## config.mk

```make
export PLATFORM = sky130hd
export DESIGN_NAME = regression_serial_mac
export DESIGN_NICKNAME = d
export VERILOG_FILES = /design/src/rtl/regression_pkg.sv /design/src/rtl/shift_add_step.sv /design/src/rtl/regression_serial_mac.sv
export SDC_FILE = /design/constraint.sdc
export NUM_CORES = 1
export LEC_CHECK = 0
export ABC_AREA = 1
export ABC_CLOCK_PERIOD_IN_PS = 8200
export CAP_MARGIN = 20
export CORE_MARGIN = 5
export CORE_UTILIZATION = 40
export DETAILED_ROUTE_END_ITERATION = 16
export GPL_TIMING_DRIVEN = 1
export PLACE_DENSITY = 0.58
export SLEW_MARGIN = 0
export SYNTH_ARGS = -nofsm -noshare
export SYNTH_HDL_FRONTEND = slang
export SYNTH_HIERARCHICAL = 1
export SYNTH_SLANG_ARGS = --single-unit
```

## constraint.sdc

```tcl
create_clock -name clk -period 8.2 [get_ports clk]
set_clock_uncertainty 0.05 [all_clocks]
set_input_delay 2.05 -clock clk [delete_from_list [all_inputs] [get_ports clk]]
set_output_delay 2.05 -clock clk [all_outputs]
set_load 0.03 [all_outputs]
```

## src/rtl/regression_pkg.sv

```systemverilog
// Shared types and sizing helpers for the serial regression MAC family.
package regression_pkg;

    typedef enum logic [1:0] {
        IDLE = 2'd0,
        MUL  = 2'd1,
        DONE = 2'd2
    } state_t;

    // Number of MUL cycles per job: one coefficient bit per clock.
    function automatic int latency(input int n_feat, input int dw);
        return n_feat * dw;
    endfunction

    // Counter width able to index 0..n-1, never narrower than one bit.
    function automatic int cnt_w(input int n);
        return (n > 1) ? $clog2(n) : 1;
    endfunction

endpackage

```

## src/rtl/shift_add_step.sv

```systemverilog
// One shift-add multiply step: conditionally adds (feat << shamt) to the
// accumulator and reports the carry out of the accumulator width.
module shift_add_step #(
    parameter int DW = 16,
    parameter int AW = 32,
    parameter int SW = 4
) (
    input  logic [AW-1:0] acc_i,
    input  logic [DW-1:0] feat_i,
    input  logic          bit_i,
    input  logic [SW-1:0] shamt_i,
    output logic [AW-1:0] acc_o,
    output logic          carry_o
);

    logic [AW-1:0] addend;
    logic [AW:0]   sum;

    // Zero-extend the feature before shifting so no product bit is lost.
    always_comb begin
        addend = {{(AW-DW){1'b0}}, feat_i} << shamt_i;
        sum    = {1'b0, acc_i} + {1'b0, addend};
        if (bit_i) begin
            acc_o   = sum[AW-1:0];
            carry_o = sum[AW];
        end else begin
            acc_o   = acc_i;
            carry_o = 1'b0;
        end
    end

endmodule

```

## src/rtl/regression_serial_mac.sv

```systemverilog
// Serial regression evaluator: y = c0 + cin + sum_k feat[k]*coef[k],
// computed with a single shift-add step per clock (N_FEAT*DW cycles/job).
module regression_serial_mac
    import regression_pkg::*;
#(
    parameter int N_FEAT = 3,
    parameter int DW     = 16,
    parameter int AW     = 32
) (
    input  logic                 clk,
    input  logic                 rst,
    input  logic                 in_valid,
    output logic                 in_ready,
    input  logic [AW-1:0]        c0,
    input  logic                 cin,
    input  logic [N_FEAT*DW-1:0] feat,
    input  logic [N_FEAT*DW-1:0] coef,
    output logic                 out_valid,
    input  logic                 out_ready,
    output logic [AW-1:0]        y,
    output logic                 ovf
);

    localparam int KW = cnt_w(N_FEAT);
    localparam int IW = cnt_w(DW);

    if (AW < 2*DW) begin : g_width_check
        $error("regression_serial_mac: AW must be at least 2*DW");
    end

    state_t        state_q;
    logic          in_ready_q;
    logic          out_valid_q;
    logic [AW-1:0] y_q;
    logic          ovf_q;
    logic [AW-1:0] acc_q;
    logic          ovf_acc_q;
    logic [KW-1:0] k_q;
    logic [IW-1:0] i_q;
    logic [DW-1:0] feat_q [N_FEAT];
    logic [DW-1:0] coef_q [N_FEAT];

    logic [AW-1:0] acc_d;
    logic          carry_d;
    logic [AW:0]   load_d;

    // Intercept plus carry-in; bit AW is the carry out of the load add.
    assign load_d = {1'b0, c0} + {{AW{1'b0}}, cin};

    shift_add_step #(
        .DW (DW),
        .AW (AW),
        .SW (IW)
    ) u_step (
        .acc_i   (acc_q),
        .feat_i  (feat_q[k_q]),
        .bit_i   (coef_q[k_q][i_q]),
        .shamt_i (i_q),
        .acc_o   (acc_d),
        .carry_o (carry_d)
    );

    // Control FSM, bit/feature counters, accumulator and registered outputs.
    always_ff @(posedge clk) begin
        if (rst) begin
            state_q     <= IDLE;
            in_ready_q  <= 1'b1;
            out_valid_q <= 1'b0;
            y_q         <= '0;
            ovf_q       <= 1'b0;
            acc_q       <= '0;
            ovf_acc_q   <= 1'b0;
            k_q         <= '0;
            i_q         <= '0;
        end else begin
            case (state_q)
                IDLE: begin
                    if (in_valid && in_ready_q) begin
                        for (int k = 0; k < N_FEAT; k++) begin
                            feat_q[k] <= feat[k*DW +: DW];
                            coef_q[k] <= coef[k*DW +: DW];
                        end
                        acc_q      <= load_d[AW-1:0];
                        ovf_acc_q  <= load_d[AW];
                        k_q        <= '0;
                        i_q        <= '0;
                        in_ready_q <= 1'b0;
                        state_q    <= MUL;
                    end
                end
                MUL: begin
                    acc_q     <= acc_d;
                    ovf_acc_q <= ovf_acc_q | carry_d;
                    if (i_q == IW'(DW-1)) begin
                        i_q <= '0;
                        if (k_q == KW'(N_FEAT-1)) begin
                            // Final step: publish the result with this step folded in.
                            y_q         <= acc_d;
                            ovf_q       <= ovf_acc_q | carry_d;
                            out_valid_q <= 1'b1;
                            state_q     <= DONE;
                        end else begin
                            k_q <= k_q + 1'b1;
                        end
                    end else begin
                        i_q <= i_q + 1'b1;
                    end
                end
                DONE: begin
                    if (out_ready) begin
                        out_valid_q <= 1'b0;
                        in_ready_q  <= 1'b1;
                        state_q     <= IDLE;
                    end
                end
                default: begin
                    state_q     <= IDLE;
                    in_ready_q  <= 1'b1;
                    out_valid_q <= 1'b0;
                end
            endcase
        end
    end

    assign in_ready  = in_ready_q;
    assign out_valid = out_valid_q;
    assign y         = y_q;
    assign ovf       = ovf_q;

endmodule

```

==> impl_metrics.py <==
metrics = {
    "logic_synthesis": {
        "synth-edff-count": 96,
        "synth_seq_cells": 174,
        "yosysSeqAreaShare_pct": 39.7,
        "netlist_instances": 1642,
        "async_reset_ff_share_pct": 0,
        "netlist_area_um2": 11200,
        "synth_fp_nets": 1811,
        "synth_warnings": 6,
        "synth_top_area_share_pct": 25.7,
        "ys.flop_type": "edfxtp_1",
        "yosys.cell_types.count": 47,
        "yosys.area.top_type": "edfxtp_1",
        "avgSynthCellArea_um2": 6.82,
        "synthTopCellsByArea": "edfxtp_1 26%, nand2_1 18%, dfxtp_1 14%",
    },
    "clock_network": {
        "clk_latency_ps": 440,
        "tritoncts": "yes",
        "cts_buffers": 17,
        "clk_path_buf_depth": 2,
        "cts_setup_buffers": 0,
        "cts_root_buf": "clkbuf_16",
        "cts.sinks": 174,
        "postCtsHoldBufs": 0,
        "cts.repair.resized": 0,
        "htreeDepth": 4,
        "clk_pin_slew_worst_paths_ps": 70,
    },
    "flow_run": {
        "cap_viol_max_count": 0,
    },
    "floorplan": {
        "core_um2": 27700,
        "initial_core_util_pct": 40.4,
        "die_x_um": 177,
        "num_rows": 61,
        "die_y_um": 177,
        "ios": 168,
        "die_area_um2": 31400,
    },
    "place": {
        "dp_hpwl_um": 27400,
        "port_buffers": 167,
        "dpl_cell_area_um2": 13200,
        "gp_congestion": 0.963,
    },
    "sta": {
        "rsz0062_at_grt": "no",
        "slew_viol_final": 0,
        "fmax_ghz": 0.212,
        "worst_slew_pin_slew_ps": 1000,
        "hold_viol": 0,
        "fin_crit_sh_pct": 57.6,
        "max-slew-margin-rel_pct": 33.0,
        "period_minus_slack_ps": 4720,
        "setup_tns_ps": 0,
        "finalSetupViolCount": 0,
    },
    "power": {
        "switching_share_pct": 50.4,
        "power_frac_seq_pct": 26.0,
        "p_int_uw": 2440,
        "fin_total_pwr_uw": 4910,
        "pwr_density_cell_nw_per_um2": 356,
        "leakage_uw": 0.00594,
        "combPwrFrac_pct": 57.2,
        "switching_power_uw": 2480,
        "ir_drop_uv": 154,
        "clock_power_share_pct": 16.8,
    },
    "global_routing": {
        "antenna_found_initial": 0,
        "grt_max_degree": 50,
        "grt_pass1_vias": 10360,
        "track_usage_pct": 22.4,
        "grt_first_pass_wirelength_um": 55500,
        "overflow": 0,
    },
    "finish": {
        "syn_to_final_growth_pct": 23.1,
        "final_util_pct": 49.8,
        "finalNetCount": 1951,
        "fin_area_um2": 13800,
        "drive_gt1_share_pct": 5.24,
        "final_common_cell": "nand2_1",
        "final_cell_mix": "549 x nand2_1, 174 x nor2_1, 172 x inv_1, 167 x clkdlybuf4s50_1, 118 x a21oi_1",
        "antenna-diode-count": 0,
    },
    "route": {
        "drt_first_iter_violations": 799,
        "wl_per_cell_um": 16.3,
        "avgViaCountPerCell": 5.04,
        "wirelength_um": 35400,
        "drcViolationCount": 0,
        "first_pass_iters": 6,
        "ant_nets": 0,
        "vias": 10962,
    },
    "critical_path": {
        "cp_common_cell": "nand2_1",
        "critPathMaxFanout": 33,
        "crit_type": "reg -> reg",
        "worst_ep_required_time_ps": 8500,
        "max_stage_delay_ps": 780,
        "end_kind": "register",
        "cp.arrival_ps": 5020,
        "critPathSlowestCell": "inv_1",
        "critPathLaunchType": "register",
    },
    "worst_hold_path": {
        "min_path_type": "reg -> reg",
    },
    "run_status": {
        "status": "finished, final reports clean",
    },
}
## worst max-delay path: cells and delay by family, from the launching register on
kind	cells	cell delay, ps
fa+ha+maj	1	420
simple gates	15	1480
compound gates	6	1150
flops	1	300
buf+inv	6	1240
## kinds of logic after synthesis
| group | count (synthesis) | synth area share (%) |
|---|---|---|
| simple gates | 900 | 33.3 |
| compound gates | 275 | 12.9 |
| buf+inv | 238 | 8.43 |
| flops | 174 | 39.7 |
| fa+ha+maj | 36 | 4.09 |
| xor+xnor | 14 | 1.09 |
| mux | 5 | 0.447 |
## metal layers
metal | part of all wire, % | up-vias | global-route usage [%]
met3 | 5.4 | 41 | 3.37
li1 | - | 5604 | -
met2 | 49 | 297 | 39.2
met1 | 44 | 5020 | 28.9
met4 | 2.1 | 0 | 5.96
met5 | 0 | - | 0
## Yosys cell counts, types with 2 or more instances
master / number
nand3b_1: 7
nand4_1: 7
clkbuf_1: 33
buf_1: 6
inv_1: 172
nor3_1: 9
nand2_2: 16
a21oi_1: 118
o21a_1: 2
nand2_1: 549
o211ai_1: 2
inv_2: 5
or2_2: 5
xnor2_1: 12
and2_1: 3
nand3_2: 6
nor2_2: 8
buf_4: 3
buf_6: 3
xor2_1: 2
o21bai_1: 3
clkinv_1: 2
mux2i_1: 5
o21ai_0: 101
o21ai_1: 24
nor2_1: 175
ha_1: 35
a22oi_1: 4
nor2_4: 2
dfxtp_1: 78
nand3_1: 108
edfxtp_1: 96
o31ai_1: 2
buf_2: 14
a31oi_1: 13
## worst paths after layout
check,startpoint,endpoint,slack [ps],depth (start not counted)
max,register,acc_q[26],3480,28
min,k_q[1],k_q[1],440,2
max reg2reg,register,acc_q[26],3480,28
min reg2reg,k_q[1],k_q[1],440,2
## sequential cells by signal, summed over array words and instances (netlist names), named ones only
register,cells
y,32
coef_q,48
in_ready,1
ovf,1
state_q,2
i_q,4
k_q,2
acc_q,32
feat_q,48
ovf_acc_q,1
out_valid,1
## stage by stage
step / std cells / hold WS, ps / setup WS [ps]
2_1_floorplan: 1642 / 389 / 1020
3_3_place_gp: 2140 / 413 / 3410
3_5_place_dp: 2140 / 430 / 3340
4_1_cts: 2172 / 441 / 3550
5_1_grt: 2173 / 460 / 3040
6_report: 2173 / 438 / 3480
## power by group through the flow
stage          combinational (uW)  clock (uW)  sequential, uW
2_1_floorplan                1850           0            1340
3_3_place_gp                 2770           0            1300
3_5_place_dp                 2790           0            1300
4_1_cts                      2800         837            1280
5_1_grt                      3110         874            1290
6_report                     2810         823            1280
## layout make-up
class | instances | area (um^2)
clock buffers | 18 | 429
clock inverters | 14 | 164
fillers | 2836 | 13900
inverters | 179 | 672
multi-input cells | 1230 | 5820
flip-flops and latches | 174 | 4440
well taps | 378 | 473
repair buffers | 180 | 1790
Note: power is estimated with default switching activity, not from simulation.
